$ cat src/rtl/fetch_ctrl.sv
// fetch_ctrl: instruction fetch front end.
// Issues one word-aligned fetch at a time to instruction memory, tags each
// response with its PC and queues {pc, instruction} pairs for decode.
// A taken branch/jump (redirect) restarts fetching at the target, empties the
// queue and drops any response still in flight for the old path.
module fetch_ctrl #(
    parameter logic [31:0] RESET_PC  = 32'h0000_0000,
    parameter int unsigned BUF_DEPTH = 2
) (
    input  logic        clk,
    input  logic        rst,
    output logic        imem_req_valid,
    input  logic        imem_req_ready,
    output logic [31:0] imem_addr,
    input  logic        imem_rsp_valid,
    input  logic [31:0] imem_rsp_data,
    input  logic        redirect_valid,
    input  logic [31:0] redirect_pc,
    output logic        instr_valid,
    input  logic        instr_ready,
    output logic [31:0] instr_data,
    output logic [31:0] instr_pc
);

    localparam int unsigned PTR_W = (BUF_DEPTH > 1) ? $clog2(BUF_DEPTH) : 1;
    localparam int unsigned CNT_W = $clog2(BUF_DEPTH + 1);
    localparam logic [CNT_W-1:0] DEPTH_C  = CNT_W'(BUF_DEPTH);
    localparam logic [CNT_W-1:0] ONE_C    = CNT_W'(1);
    localparam logic [PTR_W-1:0] LAST_PTR = PTR_W'(BUF_DEPTH - 1);

    // REQ: may present a request; WAIT: awaiting a response to keep;
    // FLUSH: awaiting a response that belongs to an abandoned path.
    typedef enum logic [1:0] {
        ST_REQ   = 2'd0,
        ST_WAIT  = 2'd1,
        ST_FLUSH = 2'd2
    } state_t;

    state_t            state_q, state_d;
    logic [31:0]       fetch_pc_q, fetch_pc_d;
    logic [31:0]       tag_q, tag_d;
    logic [CNT_W-1:0]  count_q, count_d;
    logic [PTR_W-1:0]  rd_ptr_q, rd_ptr_d;
    logic [PTR_W-1:0]  wr_ptr_q, wr_ptr_d;
    logic [31:0]       buf_data_q [BUF_DEPTH];
    logic [31:0]       buf_data_d [BUF_DEPTH];
    logic [31:0]       buf_pc_q   [BUF_DEPTH];
    logic [31:0]       buf_pc_d   [BUF_DEPTH];
    logic [31:0]       head_data_q, head_data_d;
    logic [31:0]       head_pc_q, head_pc_d;

    logic              req_fire;
    logic              push_en;
    logic              pop_en;
    logic [PTR_W-1:0]  rd_ptr_inc;
    logic [PTR_W-1:0]  wr_ptr_inc;

    function automatic logic [PTR_W-1:0] ptr_next(input logic [PTR_W-1:0] p);
        return (p == LAST_PTR) ? '0 : p + PTR_W'(1);
    endfunction

    assign imem_req_valid = (state_q == ST_REQ) && (count_q < DEPTH_C);
    assign imem_addr      = fetch_pc_q;
    assign instr_valid    = (count_q != '0);
    assign instr_data     = head_data_q;
    assign instr_pc       = head_pc_q;

    assign req_fire   = imem_req_valid && imem_req_ready;
    assign push_en    = (state_q == ST_WAIT) && imem_rsp_valid;
    assign pop_en     = instr_valid && instr_ready;
    assign rd_ptr_inc = ptr_next(rd_ptr_q);
    assign wr_ptr_inc = ptr_next(wr_ptr_q);

    // Request/response sequencing and fetch PC; a redirect overrides the normal path.
    always_comb begin
        state_d    = state_q;
        fetch_pc_d = fetch_pc_q;
        tag_d      = tag_q;
        case (state_q)
            ST_REQ: begin
                if (req_fire) begin
                    tag_d      = fetch_pc_q;
                    fetch_pc_d = fetch_pc_q + 32'd4;
                    state_d    = ST_WAIT;
                end
            end
            ST_WAIT: begin
                if (imem_rsp_valid) begin
                    state_d = ST_REQ;
                end
            end
            ST_FLUSH: begin
                if (imem_rsp_valid) begin
                    state_d = ST_REQ;
                end
            end
            default: state_d = ST_REQ;
        endcase
        if (redirect_valid) begin
            fetch_pc_d = {redirect_pc[31:2], 2'b00};
            case (state_q)
                ST_REQ:   state_d = req_fire ? ST_FLUSH : ST_REQ;
                ST_WAIT,
                ST_FLUSH: state_d = imem_rsp_valid ? ST_REQ : ST_FLUSH;
                default:  state_d = ST_REQ;
            endcase
        end
    end

    // Instruction queue: push tagged responses, pop on decode, keep a registered copy of the head.
    always_comb begin
        buf_data_d  = buf_data_q;
        buf_pc_d    = buf_pc_q;
        count_d     = count_q;
        rd_ptr_d    = rd_ptr_q;
        wr_ptr_d    = wr_ptr_q;
        head_data_d = head_data_q;
        head_pc_d   = head_pc_q;
        if (redirect_valid) begin
            count_d  = '0;
            rd_ptr_d = '0;
            wr_ptr_d = '0;
        end else begin
            if (push_en) begin
                buf_data_d[wr_ptr_q] = imem_rsp_data;
                buf_pc_d[wr_ptr_q]   = tag_q;
                wr_ptr_d             = wr_ptr_inc;
            end
            if (pop_en) begin
                rd_ptr_d = rd_ptr_inc;
            end
            case ({push_en, pop_en})
                2'b10:   count_d = count_q + ONE_C;
                2'b01:   count_d = count_q - ONE_C;
                default: count_d = count_q;
            endcase
            if (pop_en) begin
                if (count_q > ONE_C) begin
                    head_data_d = buf_data_q[rd_ptr_inc];
                    head_pc_d   = buf_pc_q[rd_ptr_inc];
                end else if (push_en) begin
                    head_data_d = imem_rsp_data;
                    head_pc_d   = tag_q;
                end
            end else if (push_en && (count_q == '0)) begin
                head_data_d = imem_rsp_data;
                head_pc_d   = tag_q;
            end
        end
    end

    // State, PC and queue registers with asynchronous reset.
    always_ff @(posedge clk or posedge rst) begin
        if (rst) begin
            state_q     <= ST_REQ;
            fetch_pc_q  <= RESET_PC;
            tag_q       <= '0;
            count_q     <= '0;
            rd_ptr_q    <= '0;
            wr_ptr_q    <= '0;
            head_data_q <= '0;
            head_pc_q   <= '0;
            for (int i = 0; i < int'(BUF_DEPTH); i++) begin
                buf_data_q[i] <= '0;
                buf_pc_q[i]   <= '0;
            end
        end else begin
            state_q     <= state_d;
            fetch_pc_q  <= fetch_pc_d;
            tag_q       <= tag_d;
            count_q     <= count_d;
            rd_ptr_q    <= rd_ptr_d;
            wr_ptr_q    <= wr_ptr_d;
            head_data_q <= head_data_d;
            head_pc_q   <= head_pc_d;
            buf_data_q  <= buf_data_d;
            buf_pc_q    <= buf_pc_d;
        end
    end

endmodule

$ cat config.mk
export PLATFORM = sky130hd
export DESIGN_NAME = fetch_ctrl
export DESIGN_NICKNAME = d
export VERILOG_FILES = /design/src/rtl/fetch_ctrl.sv
export SDC_FILE = /design/constraint.sdc
export NUM_CORES = 1
export LEC_CHECK = 0
export CAP_MARGIN = 5
export CORE_UTILIZATION = 64
export CTS_CLUSTER_DIAMETER = 120
export CTS_CLUSTER_SIZE = 28
export DETAILED_ROUTE_END_ITERATION = 10
export DONT_BUFFER_PORTS = 1
export GPL_TIMING_DRIVEN = 0
export PLACE_DENSITY = 0.8
export SETUP_SLACK_MARGIN = 0.05
export SKIP_LAST_GASP = 1
export SLEW_MARGIN = 0
export SYNTH_ARGS = -nofsm -noshare
export SYNTH_HDL_FRONTEND = slang
export SYNTH_SLANG_ARGS = --single-unit
$ cat constraint.sdc
create_clock -name clk -period 20.2 [get_ports clk]
set_input_delay 3.03 -clock clk [delete_from_list [all_inputs] [get_ports clk]]
set_output_delay 3.03 -clock clk [all_outputs]
set_load 0.03 [all_outputs]
# Word-level counts from Yosys, hierarchy flattened
# Index checks and enable logic that the tools add are counted.
totals:
  elab_cells: 89
  input_bits: 70
  out_inout_bits: 98
  ff_bits: 262
classes:
  addsub: 5
  n_bitwise: 3
  eq_ne: 7
  mux: 36
  n_reduce_logical: 21
  n_lt_le_gt_ge: 5
ops:
  columns: ["op", "n"]
  rows:
  - ["$mux W32", 18]
  - ["$bwmux W64", 2]
  - ["$add A32 B3 Y32 const B", 1]
  - ["$demux W32 S1", 1]
  - ["$mux W2", 6]
  - ["$pmux W2 S2", 3]
  - ["$reduce_bool A2 Y1", 6]
  - ["$reduce_and A2 Y1", 4]
  - ["$logic_and A1 B1 Y1", 6]
  - ["$mux W1", 6]
  - ["$eq A2 B1 Y1 const B", 2]
  - ["$eq A2 B2 Y1 const B", 2]
  - ["$ge A2 B2 Y1 const B", 2]
  - ["$logic_not A2 Y1", 2]
  - ["$not A1 Y2", 2]
  - ["$ne A3 B1 Y1 const B", 1]
  - ["$ne A3 B2 Y1 const B", 1]
  - ["$ne A3 B3 Y1 const B", 1]
  - ["$reduce_and A3 Y1", 1]
  - ["$reduce_bool A3 Y1", 1]
  - ["$add A1 B1 Y1 const B", 2]
  - ["$add A2 B1 Y2 const B", 1]
  - ["$gt A2 B1 Y1 const B", 1]
  - ["$lt A2 B1 Y1 const B", 1]
  - ["other kinds (4)", 4]

# Logic depth before layout (Yosys ltp)
depth:
  ltp_word: 8
  mapped_depth: 9
  mapped_depth_nobuf: 6

# Least setup slack after synthesis
# OpenSTA, ideal clock, no wires.
synth_path:
  path_kind: "in2reg"
  start: "input port imem_rsp_valid"
  end: "register buf_data_q[32] in the netlist's numbering"
  path_buffers: 3
  required_ns: 20.075
  setup_time_ns: 0.125
  cell_stages: 6
  arrival_ns: 4.519
  slack_ns: 15.556
  path_cell_list: "and2_1 > clkbuf_1 > nor3b_1 > clkbuf_1 > clkbuf_1 > mux2_2"
synth_between:
  elab_chain_cells: 2
synth_rtl:
  columns: ["element", "line_no", "rtl"]
  rows:
  - ["start: declaration", "15", "input logic imem_rsp_valid,"]
  - ["$logic_and A1 B1 Y1", "69", "assign push_en = (state_q == ST_WAIT) && imem_rsp_valid;"]
  - ["$reduce_and A2 Y1 (no line)", null, null]
  - ["end signal: assignment", "176", "buf_data_q <= buf_data_d;"]
  - ["end: declaration", "45", "logic [31:0] buf_data_q [BUF_DEPTH];"]
# No other way between the ends.
# A chain may end at the register's enable or synchronous reset.

# Final worst setup path
layout_path:
  start: "input port instr_ready"
  end: "register head_data_q[12] (netlist: instr_data[12])"
layout_between:
  elab_chain_cells: 3
  word_cells_on_any_way: 5
  cone_classes: "eq/ne (1); mux (1); reduce/logical (3)"
layout_rtl:
  columns: ["element", "line_no", "rtl"]
  rows:
  - ["start: declaration", "20", "input logic instr_ready,"]
  - ["$logic_and A1 B1 Y1 (*)", "70", "assign pop_en = instr_valid && instr_ready;"]
  - ["$ne A3 B2 Y1 (no line) / $reduce_bool A2 Y1 (equally long branches)", null, null]
  - ["$reduce_and A3 Y1 (no line)", null, null]
  - ["end signal: assignment", "174", "head_data_q <= head_data_d;"]
  - ["end: declaration", "49", "logic [31:0] head_data_q, head_data_d;"]
# Mark *: on every way between the ends. The rest lies on a longest branch, timed or not.

==> qor.txt <==
Status: finished, final reports clean
Tot Pwr: 1570 uW
Pwr Density: 131 nW/um^2
Mux cell area share after synthesis: 18.0%
# clock sinks: 252
# nets final: 1144
Crit Reg-Reg Endpoint: instr_data[12]$_DFFE_PP0P_
Slew @ Worst Pin: 0.921 ns
Clock Tree Root: clkbuf_16
Critical path type: in -> reg
Worst-skew pair later-pin latency: 0.47 ns
Synth Area in Adders: 0.664%
Final worst slack: 15.23 ns
Vias in the first global route: 7690
Vias post-DR: 7711
Crit path time final: 4.97 ns
Worst EP required: 20.56 ns
# rows: 48
H-tree depth: 1
Yosys cell types: 44
Crit path max fanout: 10
Die X: 135 microns
Critical path data arrival time: 5.33 ns
Vias per cell: 5.97
Worst hold path startpoint: buf_data_q[27]$_DFFE_PP0P_
Final hold vios: 0
CTS Buf Count: 12
Hold path endpoint: buf_data_q[27]$_DFFE_PP0P_
Mapped Avg Cell Area: 10.8 sq um
Initial core utilization: 65.4%
Placement Setup Slack: 14.71 ns
Total detailed-routing wirelength: 24100 microns
RR Startpoint: count_q[1]$_DFFE_PP0P_
Hold path depth: 1
Main combinational cell family by area after synthesis: multiplexers
Hold Path Class: reg -> reg
Synthesis-stage register bit count: 252
Mapped Cells: 1049
Final setup violation count: 0
Hold_buf cts: 0
Clk buf depth: 3
Largest net degree at the start of global routing: 105
MaxCap Viol Count: 0
Clk pin slew, worst setup/hold paths: 0.10 ns
RSZ-0062 raised after global routing: no
Maximum VDD drop: 0.0786 mV
Cts repair resizes: 0
Number of synthesized flops with an enable pin: 0
Leakage: 0.00523 uW
Ratio of cells with drive above 1 in the final layout: 14.3%
Final TNS setup: 0 ns
GR Util All Layers: 27.5%
First-pass GRT wire length: 39800 microns
Reg2reg path depth: 9
CORE AREA: 17300 sq um
Die area: 18200 sq um
CTS tree: built
DRC viols: 0
Total gr overflow: 0
First drt pass iteration count: 4
Initial antenna violation count: 0
Rel. slew slack: 38.6%
Io pins: 168
# diodes: 0
Asr flop ratio synth: 100%
Port Buf Inserts: 0
Pins Over Slew Limit: 0
Reg2reg setup slack: 17.00 ns
Die height: 135 microns
Dpl cells: 1279
FMAX: 0.201 GHz
# Post-CTS Setup Buffers: 0
Clk_skew: 0.0115 ns
Hpwl dp: 16900 microns
Ys flop type: dfrtp_1
Placer Congestion: 0.849
Final Cycle Share: 24.6%
WL/cell: 18.7 microns
Setup crit end kind: flop
Total number of yosys warnings: 0
DR iter-0 viols: 325
Final ANT Viol Nets: 0
Synthesized area: 11300 sq um
Post-synthesis compound-gate area fraction: 8.69%
Non-filler cells, final: 1292
Setup crit start kind: primary input
Area delta synth->final: 6.02%
Post-synthesis sequential area ratio: 55.8%
Area share of and/or/nand/nor cells after synthesis: 12.4%
Hold Worst Slack: 0.513 ns
Xor/xnor share of the synthesized area: 1.24%
## where the power goes
group / switching, uW / internal, uW
sequential: 252 / 677
clock: 149 / 116
combinational: 202 / 179
## cells in the final DEF, fill, tap and decap left out, types with 6 or more instances in the layout
cell type / count
a31oi_1: 16
xnor2_1: 13
nor2_1: 21
ha_1: 6
mux2_2: 124
o21ai_0: 147
or4_1: 14
clkbuf_1: 62
dfrtp_1: 252
nand3_1: 10
inv_1: 10
clkbuf_16: 13
nand4_1: 9
nand2_1: 232
o31ai_1: 13
mux2i_1: 64
## cell families after synthesis
kind of cell    Yosys count
flops                   252
fa+ha+maj                 6
buf+inv                  86
simple gates            317
other cells               1
xor+xnor                 16
compound gates          183
mux                     188
## worst max-delay path by stage
stage / from / to / slack [ns] / cells after the start
finish: instr_ready / instr_data[12]$_DFFE_PP0P_ / 15.23 / 7
global route: instr_ready / instr_data[3]$_DFFE_PP0P_ / 15.03 / 7
CTS: instr_ready / instr_data[12]$_DFFE_PP0P_ / 15.18 / 7
detailed placement: instr_ready / instr_data[12]$_DFFE_PP0P_ / 14.71 / 7
global placement: rst / imem_addr[5]$_DFFE_PP0P_ / 7.90 / 1
floorplan: rst / buf_data_q[0]$_DFFE_PP0P_ / 10.24 / 1
## routing by layer
layer	track usage, %	vias up	part of all wire, %
li1	-	3663	-
met2	46.0	224	48
met5	0	-	0
met4	5.49	0	1.6
met3	5.41	23	6.4
met1	37.6	3801	44
## layout make-up
class                           count  area, sq um
Inverter                           12         52.6
Clock buffer                       13          325
Buffer                             74          310
Tap cell                          225          282
Timing Repair Buffer                2         55.1
Fill cell                        1341         5310
Sequential cell                   252         6310
Multi-Input combinational cell    714         4650
## state kept, by name (all words and copies together) (netlist names)
name and cells:
buf_data_q 64, tag_q 30, wr_ptr_q 1, instr_data 32, rd_ptr_q 1, state_q 2, instr_pc 30, imem_addr 30
count_q 2, buf_pc_q 60
## cells in the mapped netlist (all sizes together), types with 4 or more instances
cell type | number | area [sq um]
dfrtp | 252 | 6310
nand2 | 232 | 871
o21ai | 147 | 736
mux2 | 124 | 1400
mux2i | 64 | 641
clkbuf | 62 | 233
nor2 | 21 | 78.8
a31oi | 16 | 100
or4 | 16 | 125
o31ai | 13 | 97.6
xnor2 | 13 | 114
buf | 12 | 77.6
inv | 11 | 41.3
nand3 | 10 | 50.1
nand4 | 10 | 77.6
ha | 6 | 75.1
or3 | 5 | 32.5
and4 | 4 | 35.0
nor4 | 4 | 25.0
## worst max-delay path, stage by stage
cell and delay (ns):
nor4bb_1 0.11, clkbuf_1 0.25, o221ai_1 0.81, clkbuf_1 0.52, clkbuf_1 0.38, nand2_1 0.09, o21ai_0 0.13
## through the flow
step / cell area, sq um / utilization, %
floorplan: 11300 / -
CTS: 12000 / 69.3
detailed placement: 11700 / 67.4
global placement: 11600 / 67.1
finish: 12000 / 69.3
global route: 12000 / 69.3
(Power assumes the default switching activity.)
